<file path="src/rtl/qspi_cmd_sequencer.sv">
// qspi_cmd_sequencer: parses QSPI opcode/address/data frames into a register bank (ports: clk, reset_n, ss, rx_data/rx_ready, tx_data/tx_ready, leds, ctrl, err_cnt, busy)
module qspi_cmd_sequencer #(
  parameter int ADDR_W = 4,
  parameter logic [7:0] IDLE_BYTE = 8'hA5
) (
  input  logic       clk,
  input  logic       reset_n,
  input  logic       ss,
  input  logic [7:0] rx_data,
  input  logic       rx_ready,
  output logic [7:0] tx_data,
  input  logic       tx_ready,
  output logic [3:0] leds,
  output logic [7:0] ctrl,
  output logic [7:0] err_cnt,
  output logic       busy
);
  localparam int DEPTH = 1 << ADDR_W;
  localparam logic [ADDR_W-1:0] RO_ADDR = {ADDR_W{1'b1}};
  localparam logic [ADDR_W-1:0] ONE = 1;
  typedef enum logic [2:0] {IDLE, OPCODE, ADDR, WDATA, RDATA, DISCARD} state_t;
  state_t state;
  logic [7:0] bank [DEPTH];
  logic [ADDR_W-1:0] ptr;
  logic is_read;
  logic ss_s1, ss_s2, ss_d;
  logic ss_fall, ss_rise;
  logic [ADDR_W-1:0] rx_addr;
  logic [7:0] rd_ptr, rd_rx;
  assign ss_fall = ss_d & ~ss_s2;
  assign ss_rise = ~ss_d & ss_s2;
  assign rx_addr = rx_data[ADDR_W-1:0];
  assign rd_ptr  = ptr == RO_ADDR ? err_cnt : bank[ptr];
  assign rd_rx   = rx_addr == RO_ADDR ? err_cnt : bank[rx_addr];
  assign leds    = bank[0][3:0];
  assign ctrl    = bank[1];
  assign busy    = state != IDLE;
  always_ff @(posedge clk or negedge reset_n) begin
    if (!reset_n) begin
      ss_s1   <= 1'b1;
      ss_s2   <= 1'b1;
      ss_d    <= 1'b1;
      state   <= IDLE;
      ptr     <= '0;
      is_read <= 1'b0;
      err_cnt <= '0;
      tx_data <= IDLE_BYTE;
      for (int i = 0; i < DEPTH; i++) bank[i] <= '0;
    end else begin
      ss_s1 <= ss;
      ss_s2 <= ss_s1;
      ss_d  <= ss_s2;
      if (ss_rise) begin
        state   <= IDLE;
        tx_data <= IDLE_BYTE;
      end else if (ss_fall) begin
        state <= OPCODE;
      end else begin
        case (state)
          OPCODE: if (rx_ready) begin
            if (rx_data == 8'h01 || rx_data == 8'h02) begin
              state   <= ADDR;
              is_read <= rx_data == 8'h02;
            end else begin
              state <= DISCARD;
              if (rx_data != 8'h00 && err_cnt != 8'hFF) err_cnt <= err_cnt + 8'd1;
            end
          end
          ADDR: if (rx_ready) begin
            if (is_read) begin
              state   <= RDATA;
              tx_data <= rd_rx;
              ptr     <= rx_addr + ONE;
            end else begin
              state <= WDATA;
              ptr   <= rx_addr;
            end
          end
          WDATA: if (rx_ready) begin
            if (ptr != RO_ADDR) bank[ptr] <= rx_data;
            ptr <= ptr + ONE;
          end
          RDATA: if (tx_ready) begin
            tx_data <= rd_ptr;
            ptr     <= ptr + ONE;
          end
          default: ;
        endcase
      end
    end
  end
endmodule
</file>
<file path="config.mk">
export PLATFORM = sky130hd
export DESIGN_NAME = qspi_cmd_sequencer
export DESIGN_NICKNAME = d
export VERILOG_FILES = /design/src/rtl/qspi_cmd_sequencer.sv
export SDC_FILE = /design/constraint.sdc
export NUM_CORES = 1
export LEC_CHECK = 0
export ABC_AREA = 1
export CAP_MARGIN = 5
export CORE_ASPECT_RATIO = 1.25
export CORE_MARGIN = 4
export CORE_UTILIZATION = 62
export DETAILED_ROUTE_END_ITERATION = 10
export HOLD_SLACK_MARGIN = 0.06
export PLACE_DENSITY = 0.82
export SLEW_MARGIN = 0
export SYNTH_ARGS = -nofsm -noshare
export SYNTH_HDL_FRONTEND = slang
export SYNTH_SLANG_ARGS = --single-unit
</file>
<file path="constraint.sdc">
create_clock -name clk -period 2.2 [get_ports clk]
set_input_delay 0.44 -clock clk [delete_from_list [all_inputs] [get_ports clk]]
set_output_delay 0.44 -clock clk [all_outputs]
set_load 0.005 [all_outputs]
</file>
Word-level counts from Yosys, hierarchy flattened
Cells that the tools add are included.
Widths: inputs -> output; s select.
{"block": "op_classes", "magnitude_cmp": 3, "muxes": 29, "reduce_logical": 14, "bitwise": 9, "n_eq_ne": 19, "n_addsub": 3}
{"operator": "$bwmux 128", "n": 1}
{"operator": "$mux 8", "n": 12}
{"operator": "$bmux 8 s4", "n": 2}
{"operator": "$demux 8 s4", "n": 1}
{"operator": "$mux 3", "n": 6}
{"operator": "$mux 4", "n": 4}
{"operator": "$pmux 8 s2", "n": 1}
{"operator": "$reduce_and 5->1", "n": 3}
{"operator": "$ne 4x4->1 const B", "n": 3}
{"operator": "$pmux 4 s3", "n": 1}
{"operator": "$reduce_and 6->1", "n": 2}
{"operator": "$ge 5x5->1 const B", "n": 2}
{"operator": "$not 4->5", "n": 2}
{"operator": "$ne 3x3->1 const B", "n": 3}
{"operator": "$reduce_bool 3->1", "n": 3}
{"operator": "$add 4x1->4 const B", "n": 2}
{"operator": "$add 8x1->8 const B", "n": 1}
{"operator": "$eq 4x4->1 const B", "n": 2}
{"operator": "$eq 8x1->1 const B", "n": 1}
{"operator": "$eq 8x2->1 const B", "n": 1}
{"operator": "$ne 8x8->1 const B", "n": 1}
{"operator": "$reduce_bool 8->1", "n": 1}
{"operator": "$eq 3x2->1 const B", "n": 2}
{"operator": "$ne 2x2->1 const B", "n": 3}
{"operator": "other kinds (11)", "n": 17}
{"block": "totals", "output_inout_bits": 29, "elab_cells": 101, "in_bits": 13, "regBits": 155}

Logic depth before layout (Yosys ltp)
Gate-level depths: netlist (run 1).
{"block": "logic_depth", "word_depth": 10, "ltp_mapped": 13, "mapped_depth_nobuf": 13}

Worst setup path after synthesis (run 1)
Ideal clock, no wire load.
{"block": "synth_timing", "path_type": "input to register", "start": "input port rx_data[1]", "end": "register err_cnt[2]", "arrival_time_ps": 2046, "required_time_ps": 2077, "n_path_buf": 3, "setup_slack_ps": 31, "cell_stages": 10, "setup_time_ps": 123, "cell_sequence": "clkinv_1 buf_2 buf_1 ha_1 o21ai_1 inv_1 nor2_1 buf_2 nand2_1 xor2_1"}
{"block": "synth_between", "elab_chain_len": 4, "elab_cells_between_ends": 7, "cone_classes": "2 x eq/ne; 1 x bitwise; 4 x reduce/logical"}
{"element": "from (decl)", "line_no": "9", "rtl": "input logic [7:0] rx_data,"}
{"element": "$eq 8x1->1 or $eq 8x2->1 (tied branches)", "line_no": "61", "rtl": "if (rx_data == 8'h01 || rx_data == 8'h02) begin"}
{"element": "$logic_or 1x1->1", "line_no": "61"}
{"element": "$not 1->1 (no source line)"}
{"element": "$reduce_and 6->1 (no source line) (*)"}
{"element": "to (signal assigned)", "line_no": "66", "rtl": "if (rx_data != 8'h00 && err_cnt != 8'hFF) err_cnt <= err_cnt + 8'd1;"}
{"element": "to (decl)", "line_no": "15", "rtl": "output logic [7:0] err_cnt,"}
Every way passes the cells marked *; elsewhere a longest branch is shown, timed or not.
A chain may end at the register's enable or synchronous reset.

Final worst setup path (run 1)
{"block": "layout_timing", "start": "register ss_s2", "end": "register bank[19] (netlist bit)"}
{"block": "layout_between", "elab_chain_len": 4, "elab_cells_between_ends": 6, "cone_classes": "5 x bitwise; 1 x reduce/logical"}
{"element": "from (decl)", "line_no": "26", "rtl": "logic ss_s1, ss_s2, ss_d;"}
{"element": "from (signal assigned)", "line_no": "51", "rtl": "ss_s2 <= ss_s1;"}
{"element": "$not 1->1", "line_no": "30", "rtl": "assign ss_fall = ss_d & ~ss_s2;"}
{"element": "$and 1x1->1", "line_no": "30"}
{"element": "$not 1->1 (no source line)"}
{"element": "$reduce_and 5->1 (no source line) (*)"}
{"element": "to (signal, indexed assignment)", "line_no": "80", "rtl": "if (ptr != RO_ADDR) bank[ptr] <= rx_data;"}
{"element": "to (decl)", "line_no": "23", "rtl": "logic [7:0] bank [DEPTH];"}
Marked as above.

==> results of run 1 <==
-- metal layers --
| layer | global-route usage, % | up-vias |
|---|---|---|
| li1 | - | 4257 |
| met1 | 42.4 | 4202 |
| met2 | 49.0 | 479 |
| met3 | 5.81 | 112 |
| met4 | 16.0 | 0 |
| met5 | 0 | - |
-- state kept, by name (all words and copies together), names as in the netlist --
| signal | cells |
|---|---|
| ss_s1 | 1 |
| tx_data | 8 |
| ptr | 4 |
| leds | 4 |
| state | 3 |
| is_read | 1 |
| err_cnt | 8 |
| ss_d | 1 |
| ss_s2 | 1 |
| ctrl | 8 |
| bank | 116 |
-- metrics by stage --
| stage | worst slack, ns | total power [mW] | cells | utilization [%] | cell area (µm²) |
|---|---|---|---|---|---|
| 6_report | 0.0758 | 9.98 | 1567 | 71.9 | 10800 |
| 5_1_grt | -0.0326 | 10.5 | 1567 | 71.9 | 10800 |
| 4_1_cts | 0.0380 | 9.91 | 1567 | 71.8 | 10800 |
| 3_5_place_dp | -0.235 | 7.00 | 1534 | 67.9 | 10200 |
| 3_3_place_gp | -0.167 | 6.94 | 1534 | 67.9 | 10200 |
| 2_1_floorplan | 0.0309 | 5.59 | 1327 | - | 9570 |
-- what timing repair did --
action,4_1_cts,5_1_grt
gates resized for setup,0,4
hold buffers,1,0
setup endpoints to repair,0,43
hold endpoints to repair,38,0
-- how the worst min path moves through the flow --
stage	from	end	slack (ns)	cells past startpoint
floorplan	reset_n	bank[0]$_DFFE_PN0P_	0.14	0
CTS	ss_s1$_DFF_PN1_	ss_s2$_DFF_PN1_	0.36	0
detailed placement	ss_s1$_DFF_PN1_	ss_s2$_DFF_PN1_	0.35	0
finish	ss_s1$_DFF_PN1_	ss_s2$_DFF_PN1_	0.36	0
global route	ss_s1$_DFF_PN1_	ss_s2$_DFF_PN1_	0.36	0
global placement	ss_s1$_DFF_PN1_	ss_s2$_DFF_PN1_	0.35	0
-- worst max-delay path: stages (launching register included) --
cell and delay (ns):
dfstp_2 0.54, inv_1 0.04, ha_1 0.32, nand2_2 0.10, nor3_4 0.27, inv_4 0.12, nor2_8 0.20, nand2_4 0.19
nand2_1 0.15, o21ai_2 0.07
-- kinds of logic after synthesis --
group           share of synthesized area (%)
flops                                    40.6
compound gates                           15.2
fa+ha+maj                                1.44
buf+inv                                  10.9
xor+xnor                                0.915
simple gates                             30.9
-- area by class of cell --
type                            count  area (µm²)  area share (%)
Multi-Input combinational cell    943        4650            42.9
Sequential cell                   155        3890            35.9
Timing Repair Buffer               95         952            8.79
Inverter                          134         505            4.67
Clock buffer                       21         460            4.25
Tap cell                          208         260            2.40
Clock inverter                     11         119            1.10
-- power groups by stage --
stage	registers (mW)	logic, mW	clock network [mW]
after floorplan	3.30	2.28	0
after global placement	3.36	3.58	0
after detailed placement	3.36	3.64	0
after CTS	3.31	3.68	2.92
after global routing	3.35	4.12	3.08
final	3.32	3.75	2.91
-- cells in the final DEF (no fill, tap or decap), drive strengths merged, types with 2 or more instances in the layout --
cell type / Yosys / final
a21oi: 29 / 29
buf: 65 / 55
bufinv: 0 / 2
clkbuf: 30 / 21
clkdlybuf4s50: 0 / 39
clkinv: 3 / 10
dfrtp: 148 / 148
dfstp: 7 / 7
ha: 11 / 11
inv: 131 / 132
nand2: 495 / 495
nand3: 132 / 132
nand4: 4 / 4
nor2: 59 / 59
nor3: 4 / 4
o211ai: 20 / 20
o21ai: 175 / 175
o31ai: 2 / 2
xor2: 9 / 9
==> results.json, run 1 <==
{
  "p_clk_share_pct": 29.2,
  "clockRootBuffer": "clkbuf_16",
  "tritoncts": "built",
  "clkTransAtPathRegs_ns": 0.06,
  "path_class": "reg2reg",
  "postRouteAntennaNets": 0,
  "crit_start": "ss_s2$_DFF_PN1_",
  "dr.first_iter.drc_count": 1203,
  "hold_violations": 0,
  "synth.largest_area_cell": "dfrtp_1",
  "netlist_instances": 1327,
  "synth_top_area_share_pct": 38.7,
  "boundaryPins": 42,
  "wl_met3_mm": 2.20,
  "endpoint": "bank[19]$_DFFE_PN0P_",
  "crit_fanout": 16,
  "htreeDepth": 4,
  "r2r_setup_slack_ns": 0.08,
  "arrival_ns": 2.44,
  "p_switching_mw": 3.87,
  "synthesis.area_um2": 9570,
  "met2WireLength_mm": 12.6,
  "drt-met1-wl_mm": 10.6,
  "worst_pin_slew_ns": 0.610,
  "fp-row-count": 50,
  "synth-edff-count": 0,
  "syn_area_per_cell_um2": 7.21,
  "pwr-share-comb_pct": 37.6,
  "gp_congestion": 0.960,
  "layout-drive-gt1-share_pct": 13.8,
  "max_freq_ghz": 0.471,
  "required_ns": 2.51,
  "drv_cap": 0,
  "synth-seq-area-share_pct": 40.6,
  "p_seq_share_pct": 33.3,
  "ys_types": 32,
  "top_layer": "met4",
  "synth_most_common_cell": "nand2_1",
  "drt_first_pass_iters": 6,
  "switching_share_pct": 38.8,
  "yosys-top-cells-count": "480 x nand2_1, 148 x dfrtp_1, 132 x nand3_1",
  "internal_power_mw": 6.11,
  "finClkSkew_ns": 0.00687,
  "powerDensity_nw_per_um2": 921,
  "reg2reg_to": "bank[19]$_DFFE_PN0P_",
  "rsz0062_at_grt": "true",
  "dpl.hpwl_mm": 18.0,
  "setup_tns_ns": 0,
  "drc": 0,
  "synth.area.top_cells": "dfrtp_1 39%, nand2_1 19%, nand3_1 6.9%",
  "clock_latency_ns": 0.43,
  "syn_to_final_growth_pct": 13.2,
  "synth-warning-count": 0,
  "hp-class": "reg2reg",
  "period_minus_slack_ns": 2.12,
  "avgViaCountPerCell": 5.78,
  "async_flop_share_pct": 100,
  "dieHeight_um": 147,
  "core_area_um2": 15100,
  "start_kind": "flip-flop",
  "die-area_um2": 17500,
  "initial_core_util_pct": 63.5,
  "dieWidth_um": 119,
  "slew_violations": 0,
  "post-cts-setup-buffers": 0,
  "cts_inserted_buffers": 17,
  "routed_wl_mm": 26.7,
  "grt_overflow": 0,
  "clock_path_buffers": 2,
  "total_leakage_power_nw": 5.45,
  "maxSlewHeadroom_pct": 59.3,
  "fin_nets": 1370,
  "r2r-start": "ss_s2$_DFF_PN1_",
  "setup_violations": 0,
  "fillers": 1181,
  "diodes": 0,
  "worstRegToRegCells": 9,
  "grt_max_degree": 63,
  "critPathCaptureType": "flip-flop",
  "status": "completed",
  "grt_use_total_pct": 31.5,
  "clock_sinks": 155,
  "fin_crit_sh_pct": 96.6,
  "portBuffers": 41,
  "ys_ff_latch": 155,
  "grt_pass1_wl_mm": 44.4,
  "synth_top_flop_cell": "dfrtp_1",
  "ir_worst_vdd_mv": 0.674,
  "grt_pass1_vias": 8685,
  "worst_hold_slack_ns": 0.358,
  "antenna_found_initial": 0,
  "synthesis.nets": 1351,
  "wl_per_cell_um": 17.0,
  "via_count": 9050
}
Note: power is estimated with default switching activity, not from simulation.
==> run 2: changes to the inputs <==
Settings changed: CAP_MARGIN 5 to default, PLACE_DENSITY 0.82 to 0.85.
==> run 2 against run 1 <==
  * Fmax increased by 2.3%
  * Wire length grew 2.5%
  * Final cell count grew 0.26%
  * Sequential share of layout area shrank 0.19 points
  * Combinational power up 2%
  * Sequential power is essentially flat
  * Flip-flop and latch count is the same
  * Non-clock buffer count increased by 4
  * Clock skew is 0.0037 ns higher
  * Setup slack gained 0.047 ns
  * Highest routed layer unchanged
==> results.json, run 2 (synthesis gave the netlist of run 1 again) <==
{
  "status": "completed",
  "hold_violations": 0,
  "pwr-share-comb_pct": 36.9,
  "r2r_setup_slack_ns": 0.12,
  "fin_total_pwr_mw": 10.3,
  "grt_max_degree": 69,
  "grt_overflow": 0,
  "hp-class": "reg2reg",
  "path_cells": "inv_1 > ha_1 > nand2_2 > nor3_4 > inv_4 > nor2_8 > nand2_4 > nand2_1 > o21ai_1",
  "die-area_um2": 17500,
  "initial_core_util_pct": 63.5,
  "total_leakage_power_nw": 5.47,
  "drv_cap": 0,
  "routed_wl_mm": 27.3,
  "antenna_found_initial": 0,
  "worstRegToRegCells": 9,
  "crit_start": "ss_s2$_DFF_PN1_",
  "htreeDepth": 4,
  "diodes": 0,
  "syn_to_final_growth_pct": 13.8,
  "worst_pin_slew_ns": 0.558,
  "dieWidth_um": 119,
  "mostFrequentLayoutCells": "480 x nand2_1, 147 x dfrtp_1, 132 x nand3_1",
  "maxSlewHeadroom_pct": 62.4,
  "dieHeight_um": 147,
  "avgViaCountPerCell": 5.80,
  "r2r-start": "ss_s2$_DFF_PN1_",
  "grt_pass1_wl_mm": 45.1,
  "layout-drive-gt1-share_pct": 14.2,
  "cpPeakStageDelay_ns": 0.55,
  "worst_path_max_delay_cell": "dfstp_2",
  "cts_inserted_buffers": 17,
  "slew_violations": 0,
  "clockRootBuffer": "clkbuf_16",
  "crit_fanout": 16,
  "p_clk_share_pct": 31.1,
  "required_ns": 2.51,
  "clock_latency_ns": 0.44,
  "ir_worst_vdd_mv": 0.580,
  "dr.first_iter.drc_count": 1042,
  "powerDensity_nw_per_um2": 947,
  "clkTransAtPathRegs_ns": 0.07,
  "drc": 0,
  "internal_power_mw": 6.36,
  "critPathCaptureType": "flip-flop",
  "dpl.hpwl_mm": 18.1,
  "layout_commonest_cell": "nand2_1",
  "setup_tns_ns": 0,
  "wl_per_cell_um": 17.4,
  "arrival_ns": 2.38,
  "max_freq_ghz": 0.482,
  "clock_sinks": 155,
  "period_minus_slack_ns": 2.08,
  "endpoint": "bank[94]$_DFFE_PN0P_",
  "boundaryPins": 42,
  "fin_crit_sh_pct": 94.4,
  "grt_use_total_pct": 32.3,
  "fin_nets": 1374,
  "worst_slack_ns": 0.123,
  "reg2reg_to": "bank[94]$_DFFE_PN0P_",
  "postRouteAntennaNets": 0,
  "switching_share_pct": 38.3,
  "rsz0062_at_grt": "false",
  "core_area_um2": 15100,
  "p_seq_share_pct": 32.0,
  "post-cts-setup-buffers": 0,
  "largest_register": "bank",
  "fillers": 1165,
  "gp_congestion": 0.907,
  "path_class": "reg2reg",
  "finClkSkew_ns": 0.0106,
  "pre_cts_slack_ns": -0.0372,
  "p_switching_mw": 3.95,
  "drt_first_pass_iters": 8,
  "setup_violations": 0,
  "via_count": 9107,
  "largest_reg_flops": 116,
  "tritoncts": "built",
  "start_kind": "flip-flop",
  "hold_depth": 0,
  "portBuffers": 41,
  "clock_path_buffers": 2,
  "fp-row-count": 50,
  "grt_pass1_vias": 8663
}
run 2: cell count changes in the layout (fill, tap and decap cells not counted), moves of 2 or more:
cell / change
clkinv_2: -3
clkbuf_1: -2
inv_6: +2
clkinvlp_4: +2
buf_12: -2
buf_4: +6
bufinv_16: +2
run 2: what timing repair did:
item                       4_1_cts  5_1_grt
gates resized for setup          0        1
hold buffers                     1        0
hold endpoints to repair        19        0
setup endpoints to repair        0       10
run 2: layout make-up:
| cell class | count | area, µm² | share of cell area, % |
|---|---|---|---|
| clock buffer | 19 | 453 | 4.16 |
| tap | 208 | 260 | 2.39 |
| multi-input combinational | 943 | 4640 | 42.6 |
| clock inverter | 13 | 188 | 1.72 |
| sequential | 155 | 3890 | 35.7 |
| inverter | 134 | 505 | 4.64 |
| timing repair buffer | 99 | 957 | 8.79 |
run 2: layer usage:
layer	vias up	track usage, %	share of wire, %
met4	0	16.2	4.8
li1	4271	-	-
met3	114	6.97	9.0
met5	-	0	0
met1	4202	42.2	40
met2	520	50.8	47
run 2: worst max-delay path, delay by kind of cell (launching register included):
kind	cells	cell delay (ns)
AOI/OAI and AO/OA	1	0.09
and+or+nand+nor	5	0.80
DFF	1	0.55
adders and majority gates	1	0.33
buffers and inverters	2	0.17
run 2: power groups by stage:
stage                     Clock [mW]  Combinational (mW)  Sequential [mW]
after floorplan                    0                2.28             3.30
after global placement             0                3.62             3.34
after detailed placement           0                3.66             3.34
after CTS                       3.22                3.72             3.29
after global routing            3.35                4.16             3.33
final                           3.21                3.81             3.30
run 2: worst min-delay path by stage:
stage / slack (ns) / endpoint / start
after global placement: 0.32 / err_cnt[0]$_DFFE_PN0P_ / reset_n
after detailed placement: 0.32 / err_cnt[0]$_DFFE_PN0P_ / reset_n
final: 0.36 / ss_s2$_DFF_PN1_ / ss_s1$_DFF_PN1_
after CTS: 0.36 / ss_s2$_DFF_PN1_ / ss_s1$_DFF_PN1_
after global routing: 0.36 / ss_s2$_DFF_PN1_ / ss_s1$_DFF_PN1_
after floorplan: 0.14 / bank[0]$_DFFE_PN0P_ / reset_n
run 2: metrics by stage:
stage | area [µm²] | utilization, % | hold slack [ns] | cells
finish | 10900 | 72.2 | 0.359 | 1571
global route | 10900 | 72.2 | 0.362 | 1571
CTS | 10900 | 72.2 | 0.361 | 1571
detailed placement | 10200 | 67.9 | 0.316 | 1538
global placement | 10200 | 67.9 | 0.317 | 1538
floorplan | 9570 | - | 0.144 | 1327
